File: src/rtl/rot_arbiter_pkg.sv
// ---------------------------------------------------------------------------
// rot_arbiter_pkg
//   Shared definitions for the rotation-datapath scheduler:
//   - arb_state_t : scheduler state encoding (RUN / DRAIN / PAUSED)
//   - clog2_int   : constant-friendly ceiling log2
//   - word_num    : number of words on the datapath bus
// ---------------------------------------------------------------------------
package rot_arbiter_pkg;

   typedef enum logic [1:0] {
      ST_RUN    = 2'd0,
      ST_DRAIN  = 2'd1,
      ST_PAUSED = 2'd2
   } arb_state_t;

   function automatic int clog2_int(input int value);
      int result;
      result = 0;
      while ((1 << result) < value) result++;
      return result;
   endfunction

   function automatic int word_num(input int bus_size, input int word_size);
      return bus_size / word_size;
   endfunction

endpackage

File: src/rtl/rot_arbiter_rr_arb2.sv
// ---------------------------------------------------------------------------
// rr_arb2
//   Two-way round-robin arbiter. The pointer names the requester that wins
//   when both request; after any grant it moves to the other requester.
// Ports:
//   clk, reset : clock and synchronous active-high reset (pointer -> 0)
//   en         : arbitration enable; no grant is issued while low
//   req[1:0]   : request vector, bit N = requester N
//   grant[1:0] : one-hot grant, only set for a requesting bit
// ---------------------------------------------------------------------------
module rr_arb2 (
   input  logic       clk,
   input  logic       reset,
   input  logic       en,
   input  logic [1:0] req,
   output logic [1:0] grant
);

   logic ptr_reg;
   logic ptr_next;

   always_comb begin
      grant    = 2'b00;
      ptr_next = ptr_reg;
      if (en) begin
         case (req)
            2'b01:   grant = 2'b01;
            2'b10:   grant = 2'b10;
            2'b11:   grant = ptr_reg ? 2'b10 : 2'b01;
            default: grant = 2'b00;
         endcase
      end
      if (grant[0]) begin
         ptr_next = 1'b1;
      end else if (grant[1]) begin
         ptr_next = 1'b0;
      end
   end

   always_ff @(posedge clk) begin
      if (reset) begin
         ptr_reg <= 1'b0;
      end else begin
         ptr_reg <= ptr_next;
      end
   end

endmodule

File: src/rtl/rot_arbiter.sv
// ---------------------------------------------------------------------------
// rot_arbiter
//   Shares one pipelined word-rotation datapath between two requesters.
//   Grants round-robin (one issue per cycle), tags each issue with the
//   requester id and routes the result DP_LAT cycles later back to it
//   through a registered response stage. A pause/drain control stops
//   issuing and reports when the pipeline is empty; saturating per-
//   requester counters tally datapath errors.
// Ports:
//   clk, reset                 : clock, synchronous active-high reset
//   reqN_valid/data/rot/ready  : requester N job handshake (N = 0, 1)
//   dp_valid/dp_data_in/dp_rot : combinational issue to the datapath
//   dp_data_out, dp_error      : datapath result, DP_LAT cycles after issue
//   rsp_valid/id/data/error    : registered response, no backpressure
//   pause_req, pause_ack       : stop issuing / paused with pipeline empty
//   err_cnt0, err_cnt1         : saturating error counts per requester
// ---------------------------------------------------------------------------
module rot_arbiter
   import rot_arbiter_pkg::*;
#(
   parameter int BUS_SIZE  = 32,
   parameter int WORD_SIZE = 4,
   parameter int ROT_W     = 3,
   parameter int DP_LAT    = 1,
   parameter int ERR_W     = 8
) (
   input  logic                clk,
   input  logic                reset,
   input  logic                req0_valid,
   input  logic [BUS_SIZE-1:0] req0_data,
   input  logic [ROT_W-1:0]    req0_rot,
   output logic                req0_ready,
   input  logic                req1_valid,
   input  logic [BUS_SIZE-1:0] req1_data,
   input  logic [ROT_W-1:0]    req1_rot,
   output logic                req1_ready,
   output logic                dp_valid,
   output logic [BUS_SIZE-1:0] dp_data_in,
   output logic [ROT_W-1:0]    dp_rot,
   input  logic [BUS_SIZE-1:0] dp_data_out,
   input  logic                dp_error,
   output logic                rsp_valid,
   output logic                rsp_id,
   output logic [BUS_SIZE-1:0] rsp_data,
   output logic                rsp_error,
   input  logic                pause_req,
   output logic                pause_ack,
   output logic [ERR_W-1:0]    err_cnt0,
   output logic [ERR_W-1:0]    err_cnt1
);

   localparam int WORD_NUM  = word_num(BUS_SIZE, WORD_SIZE);
   localparam int ROT_W_CHK = clog2_int(WORD_NUM);
   localparam logic [ERR_W-1:0] ERR_MAX = '1;

   generate
      if (ROT_W != ROT_W_CHK || DP_LAT < 1 || DP_LAT > 8) begin : g_param_err
         $error("rot_arbiter: ROT_W must be clog2(BUS_SIZE/WORD_SIZE), DP_LAT 1..8");
      end
   endgenerate

   arb_state_t state_reg, state_next;
   logic [1:0] grant;
   logic       arb_en;
   logic       issue_id;
   logic [DP_LAT-1:0] tag_valid_reg;
   logic [DP_LAT-1:0] tag_id_reg;
   logic       tail_valid;
   logic       tail_id;
   logic       pipe_busy;
   logic       pause_ack_reg;
   logic       rsp_valid_reg, rsp_id_reg, rsp_error_reg;
   logic [BUS_SIZE-1:0] rsp_data_reg;
   logic [ERR_W-1:0]    err_cnt0_reg, err_cnt1_reg;

   // Grants are masked during reset so every output reads 0 while it is held,
   // and the cycle that raises pause_req already issues nothing.
   assign arb_en = !reset && (state_reg == ST_RUN) && !pause_req;

   rr_arb2 u_arb (
      .clk   (clk),
      .reset (reset),
      .en    (arb_en),
      .req   ({req1_valid, req0_valid}),
      .grant (grant)
   );

   assign req0_ready = grant[0];
   assign req1_ready = grant[1];
   assign dp_valid   = |grant;

   always_comb begin
      dp_data_in = '0;
      dp_rot     = '0;
      issue_id   = 1'b0;
      if (grant[0]) begin
         dp_data_in = req0_data;
         dp_rot     = req0_rot;
      end else if (grant[1]) begin
         dp_data_in = req1_data;
         dp_rot     = req1_rot;
         issue_id   = 1'b1;
      end
   end

   // Tag pipeline: stage DP_LAT-1 lines up with dp_data_out/dp_error.
   generate
      if (DP_LAT == 1) begin : g_tag_one
         always_ff @(posedge clk) begin
            if (reset) begin
               tag_valid_reg <= '0;
               tag_id_reg    <= '0;
            end else begin
               tag_valid_reg <= dp_valid;
               tag_id_reg    <= issue_id;
            end
         end
      end else begin : g_tag_multi
         always_ff @(posedge clk) begin
            if (reset) begin
               tag_valid_reg <= '0;
               tag_id_reg    <= '0;
            end else begin
               tag_valid_reg <= {tag_valid_reg[DP_LAT-2:0], dp_valid};
               tag_id_reg    <= {tag_id_reg[DP_LAT-2:0], issue_id};
            end
         end
      end
   endgenerate

   assign tail_valid = tag_valid_reg[DP_LAT-1];
   assign tail_id    = tag_id_reg[DP_LAT-1];
   assign pipe_busy  = (|tag_valid_reg) || rsp_valid_reg;

   always_comb begin
      state_next = state_reg;
      case (state_reg)
         ST_RUN:    if (pause_req) state_next = ST_DRAIN;
         ST_DRAIN: begin
            if (!pause_req) begin
               state_next = ST_RUN;
            end else if (!pipe_busy) begin
               state_next = ST_PAUSED;
            end
         end
         ST_PAUSED: if (!pause_req) state_next = ST_RUN;
         default:   state_next = ST_RUN;
      endcase
   end

   always_ff @(posedge clk) begin
      if (reset) begin
         state_reg     <= ST_RUN;
         pause_ack_reg <= 1'b0;
         rsp_valid_reg <= 1'b0;
         rsp_id_reg    <= 1'b0;
         rsp_data_reg  <= '0;
         rsp_error_reg <= 1'b0;
         err_cnt0_reg  <= '0;
         err_cnt1_reg  <= '0;
      end else begin
         state_reg     <= state_next;
         pause_ack_reg <= (state_next == ST_PAUSED);
         rsp_valid_reg <= tail_valid;
         // Payload fields hold between responses; a stray dp_error with no
         // tag at the tail never reaches the response or the counters.
         if (tail_valid) begin
            rsp_id_reg    <= tail_id;
            rsp_data_reg  <= dp_data_out;
            rsp_error_reg <= dp_error;
            if (dp_error && !tail_id && err_cnt0_reg != ERR_MAX) begin
               err_cnt0_reg <= err_cnt0_reg + 1'b1;
            end
            if (dp_error && tail_id && err_cnt1_reg != ERR_MAX) begin
               err_cnt1_reg <= err_cnt1_reg + 1'b1;
            end
         end
      end
   end

   assign pause_ack = pause_ack_reg;
   assign rsp_valid = rsp_valid_reg;
   assign rsp_id    = rsp_id_reg;
   assign rsp_data  = rsp_data_reg;
   assign rsp_error = rsp_error_reg;
   assign err_cnt0  = err_cnt0_reg;
   assign err_cnt1  = err_cnt1_reg;

endmodule

File: config.mk
export PLATFORM = sky130hd
export DESIGN_NAME = rot_arbiter
export DESIGN_NICKNAME = d
export VERILOG_FILES = /design/src/rtl/rot_arbiter_pkg.sv /design/src/rtl/rot_arbiter_rr_arb2.sv /design/src/rtl/rot_arbiter.sv
export SDC_FILE = /design/constraint.sdc
export NUM_CORES = 1
export LEC_CHECK = 0
export BUFFER_PORTS_ARGS = -buffer_cell sky130_fd_sc_hd__clkbuf_2
export CORE_MARGIN = 5
export CORE_UTILIZATION = 37
export CTS_BUF_LIST = sky130_fd_sc_hd__clkbuf_8
export CTS_CLUSTER_DIAMETER = 60
export CTS_CLUSTER_SIZE = 20
export DETAILED_ROUTE_END_ITERATION = 8
export PLACE_DENSITY = 0.79
export SLEW_MARGIN = 20
export SYNTH_ARGS = -nofsm -noshare
export SYNTH_HDL_FRONTEND = slang
export SYNTH_SLANG_ARGS = --single-unit
File: constraint.sdc
create_clock -name clk -period 1.2 [get_ports clk]
set_input_delay 0.12 -clock clk [delete_from_list [all_inputs] [get_ports clk]]
set_output_delay 0.12 -clock clk [all_outputs]
set_load 0.02 [all_outputs]
; ---- After elaboration in Yosys (flattened, before gate mapping)
; Index checks and enable logic that the tools add are counted.
; W data, S select, Z words.
[word_totals]
regBits = 57
latch_bits = 0
ramBits = 0
mem_bits_ro = 0
elab_cells = 52
mem_count = 0
[classes]
addsub = 2
multipliers = 0
div = 0
order_cmp = 0
n_eq_ne = 8
shifts = 0
n_mux = 15
bitwise = 0
reduce_logical = 16
[op_table]
columns = op, n
row1 = $mux W32, 2
row2 = $add A8 B1 Y8 const B, 2
row3 = $ne A8 B8 Y1 const B, 2
row4 = $mux W2, 6
row5 = $pmux W2 S3, 2
row6 = $eq A2 B2 Y1 const B, 4
row7 = $logic_and A1 B1 Y1, 6
row8 = $mux W3, 2
row9 = $eq A2 B1 Y1 const B, 2
row10 = $reduce_and A2 Y1, 2
row11 = $reduce_or A2 Y1, 2
row12 = $logic_not A1 Y1, 3
row13 = $mux W1, 3
row14 = $logic_not A2 Y1, 1
row15 = $reduce_bool A2 Y1, 1
row16 = $logic_or A1 B1 Y1, 1

; ---- Logic depth before layout (Yosys ltp)
[logic_depth]
depth_word = 6
depth_mapped = 6
depth_no_buf = 5

; ---- Modules after synthesis
; From an unflattened synthesis, not the netlist that was laid out.
[unflattened]
cells_unflattened = 268
hier_area_um2 = 2582.5
[modules_own_cells]
columns = module, n_inst, cells_per_inst, area_per_inst_um2, seq_area_each_um2
row1 = rot_arbiter, 1, 259, 2519.9, 1121.1
row2 = rr_arb2, 1, 9, 62.6, 20.0

; ---- Worst setup path before layout
; OpenSTA, ideal clock, no wires.
[synth_timing]
kind = reg2reg
from = register err_cnt0_reg[0], in the netlist err_cnt0[0]
to = register err_cnt0_reg[7], in the netlist err_cnt0[7]
setup_time_ps = 115
t_arrival_ps = 1371
required_time_ps = 1085
slack_ps = -286
stages_incl_launch_ff = 6
n_path_buf = 0
synth_period_minus_slack_ps = 1486
path_cell_list = dfxtp_1 -> ha_1 -> nand3_1 -> o211ai_1 -> nor3_1 -> o21ba_2
[synth_via]
elab_chain_len = 3
[synth_lines]
columns = element, line_no
row1 = start: declaration, rot_arbiter.sv:74  ; logic [ERR_W-1:0] err_cnt0_reg, err_cnt1_reg;
row2 = start signal: assignment, rot_arbiter.sv:172  ; err_cnt0_reg <= err_cnt0_reg + 1'b1;
row3 = branches (longest 3 deep; another with $add A8 B1 Y8), -
; Several ways; the timed one is not identified.
; A chain may end at the register's enable or synchronous reset.

; ---- Final worst setup path
[layout_timing]
from = register state_reg[0]
to = output dp_rot[2]
[layout_via]
elab_chain_len = 6
[layout_lines]
columns = element, line_no
row1 = start: declaration, rot_arbiter.sv:62  ; arb_state_t state_reg, state_next;
row2 = start signal: assignment, rot_arbiter.sv:162  ; state_reg <= state_next;
row3 = $logic_not A2 Y1 (*), rot_arbiter.sv:78  ; assign arb_en = !reset && (state_reg == ST_RUN) && !pause_req;
row4 = $logic_and A1 B1 Y1 (*) (2 in series), rot_arbiter.sv:78
row5 = $mux W2 (*), rot_arbiter_rr_arb2.sv:25  ; if (en) begin
row6 = $mux W3, rot_arbiter.sv:99  ; end else if (grant[1]) begin
row7 = $mux W3 (*), rot_arbiter.sv:96  ; if (grant[0]) begin
row8 = end: declaration, rot_arbiter.sv:39  ; output logic [ROT_W-1:0] dp_rot,
; Mark *: on every way between the ends. The rest lies on a longest branch, timed or not.

==> run_results.csv <==
group,metric,value,unit
drt,wirelength,10900,µm
critical_path,critPathKind,"flop to primary output",
grt,antenna_found_initial,0,
cells_and_area,diodes,0,
logic_synthesis,synth_largest_area_cell,"dfxtp_1",
logic_synthesis,yosys.area.top_type_share,43.6,%
cells_and_area,fin_cells,600,
timing,setup_viol,55,
logic_synthesis,yosysWarnings,0,
logic_synthesis,syn_nets,373,
logic_synthesis,synth.distinct_cells,35,
drt,via_per_inst,5.07,
logic_synthesis,synth_adder_area_share,0.955,%
drt,detail_route.first_pass.iterations,5,
hold_path,worst_hold_path.endpoint,"rsp_data[26]",
critical_path,worstPathMaxFanout,6,
critical_path,slowest_stage,"and3_4",
clock_network,cts_buffers,9,
critical_path,crit_path_cell_trace,"nor4_4, and3_4, buf_12, a22o_1, clkbuf_8",
drt,drc_errors,0,
timing,fmax,542,MHz
critical_path,reg2reg_depth,5,
place,placed_cell_area,0.00423,mm²
grt,gr-usage-all-layers,23.0,%
grt,grt_pass1_vias,3020,
logic_synthesis,synth-xor-area-share,3.34,%
logic_synthesis,yosysSeqAreaShare,43.6,%
logic_synthesis,post-synth-top-count-cell,"dfxtp_1",
timing,period_share,154,%
logic_synthesis,async_flop_share,0,%
place,dp_slack,-0.311,ns
critical_path,ff2ff_setup_slack,-0.10,ns
logic_synthesis,synthCells,263,
place,dp_hpwl,7510,µm
clock_network,clk_latency,0.33,ns
clock_network,clock_path_buffers,2,
place,gp_congestion,0.929,
cells_and_area,nNetsFinal,609,
timing,max_slew_margin,63.5,%
cells_and_area,synthToLayoutAreaGrowth,95.9,%
die,dieArea,0.00886,mm²
status,outcome,"finished, violations left",
critical_path,critPathTopFamily,"simple AND/OR/NAND/NOR gates",
critical_path,required,1.08,ns
clock_network,tritoncts,"yes",
power,powerDensity,1020,mW/mm²
drt,route.vias.total,3041,
drt,drtIter0Drc,104,
clock_network,htreeDepth,3,
logic_synthesis,synth_edf_count,0,
logic_synthesis,avgSynthCellArea,9.96,µm²
timing,period_needed,1.85,ns
logic_synthesis,synth_top_family_by_area,"compound AO/OA/AOI/OAI gates",
timing,worst_slack,-0.645,ns
cells_and_area,fin_area,0.00513,mm²
critical_path,worst_setup_path_start_kind,"flop",
die,initial_core_util,38.4,%
die,ios,198,
drt,wl_per_cell,18.1,µm
grt,grt_overflow,0,
die,die_w,94.2,µm
logic_synthesis,synthTopCellsByCount,"dfxtp_1 (57), nor2_1 (50), mux2i_1 (36), a22o_1 (35), xor2_1 (10)",
flow_run,maxCapViolCount,0,
timing,worst_pin_slew,0.547,ns
grt,grt_max_degree,54,
logic_synthesis,ys_ff_latch,57,
logic_synthesis,netlist_top_cells_area,"dfxtp_1 (44%), mux2i_1 (14%), a22o_1 (12%)",
hold_path,hold-path-cell-count,3,
critical_path,r2r_start,"err_cnt0[5]",
clock_network,cts_root_buf,"clkbuf_8",
power,ir_drop,0.841,mV
hold_path,hp-class,"primary input to flop",
clock_network,numClockSinks,57,
grt,grt_pass1_wl,15500,µm
die,coreArea,0.00683,mm²
critical_path,max_stage_delay,0.35,ns
logic_synthesis,netlist_area,0.00262,mm²
logic_synthesis,synth_compound_area_share,17.6,%
hold_path,min_from,"dp_data_out[26]",
logic_synthesis,synth.area.mux_share,14.2,%
place,portBuffers,197,
drt,ant_nets,0,
die,fp.dieH,94.2,µm
timing,grt_setup_unrepaired,"yes",
critical_path,crit_arrival,1.73,ns
timing,slew_viol_final,0,
critical_path,cp-end-kind,"primary output",
logic_synthesis,synth_simple_gate_area_share,14.7,%
timing,skew,0.00284,ns
critical_path,r2r-end,"err_cnt0[7]",
critical_path,crit_buf_inv,2,
clock_network,clk_pin_slew,0.07,ns
die,fp-row-count,30,
cells_and_area,largest_reg_flops,32,
timing,setup_tns,-23.55,ns
status,violations,"negative setup slack",
logic_synthesis,synthFlopType,"dfxtp_1",
timing,hold_viol_final,0,
power,leakagePower,2.49,nW
cells_and_area,drive_gt1_share,66.7,%
place,placed_cells,568,
power,p_total,5.22,mW
-- layer usage --
layer / wire length, µm / global-route usage, %
met5: 0 / 0
met4: 286 / 7.82
met3: 945 / 10.0
met2: 5450 / 38.4
met1: 4200 / 26.1
-- worst reg2reg max path, delay by kind of cell, from the launching register on --
family	cells	cell delay [ns]
buf+inv	2	0.31
compound gates	2	0.35
flops	1	0.34
simple gates	1	0.19
-- per-stage QoR --
stage / utilization (%) / hold WS, ns
final: 75.1 / 0.0238
after global routing: 75.1 / 0.00696
after CTS: 71.3 / 0.00370
after detailed placement: 61.9 / 0.364
after global placement: 61.9 / 0.352
after floorplan: - / 0.236
-- layout by cell type, fill, tap and decap left out, types with 2 or more instances in the layout --
cell,instances
inv_1,2
xor2_1,10
a211oi_1,3
dfxtp_2,10
dfxtp_4,10
bufinv_16,3
nand4_1,3
nor2_1,48
buf_6,17
or2_2,2
clkbuf_16,2
clkbuf_2,159
buf_4,32
o2111ai_2,3
mux2i_1,36
nand2_1,2
nor2_2,2
and3_1,3
ha_4,2
dfxtp_1,37
a22o_4,29
nand2b_1,2
nand3_4,2
o21a_1,2
and2_1,2
o21ai_4,2
nor3_2,3
a21oi_1,2
clkbuf_8,13
o211ai_1,4
a22o_1,6
buf_12,4
buf_8,26
and3_4,3
-- final cells by class --
type / instances / area (µm²)
clock buffers: 10 / 138
clock inverters: 6 / 105
fillers: 471 / 1700
inverters: 1 / 3.75
multi-input cells: 185 / 1750
flip-flops and latches: 57 / 1190
well taps: 96 / 120
repair buffers: 245 / 1830
-- cell families (layout without fill, tap and decap cells) --
kind of cell	Yosys count	after routing
fa+ha+maj	2	2
xor+xnor	10	10
compound gates	55	55
buf+inv	21	262
flops	57	57
mux	37	37
simple gates	81	81
-- how the worst max path moves through the flow --
stage                            start  slack (ns)              to  cells past startpoint
final                     state_reg[0]       -0.65       dp_rot[2]                      5
after global routing      state_reg[0]       -0.74       dp_rot[2]                      5
after CTS                 state_reg[0]       -0.63   dp_data_in[4]                      5
after detailed placement  state_reg[0]       -0.31       dp_rot[2]                      5
after global placement    state_reg[0]       -0.27   dp_data_in[3]                      5
after floorplan           state_reg[0]       -0.14  dp_data_in[10]                      5
-- report_power, final --
| group | leakage [nW] | total, mW | internal, mW | switching [mW] |
|---|---|---|---|---|
| Sequential | 0.475 | 1.98 | 1.94 | 0.0418 |
| Combinational | 1.89 | 1.05 | 0.536 | 0.513 |
| Clock | 0.128 | 2.19 | 1.43 | 0.764 |
| Total | 2.49 | 5.22 | 3.90 | 1.32 |
-- repair_timing --
action / CTS / global route
setup endpoints to repair: 55 / 58
hold endpoints to repair: 0 / 1
hold buffers: 0 / 1
buffers inserted: 3 / 8
gates cloned: 1 / 3
gates resized for setup: 81 / 63
pin swaps: 26 / 26
Note: power is estimated with default switching activity, not from simulation.
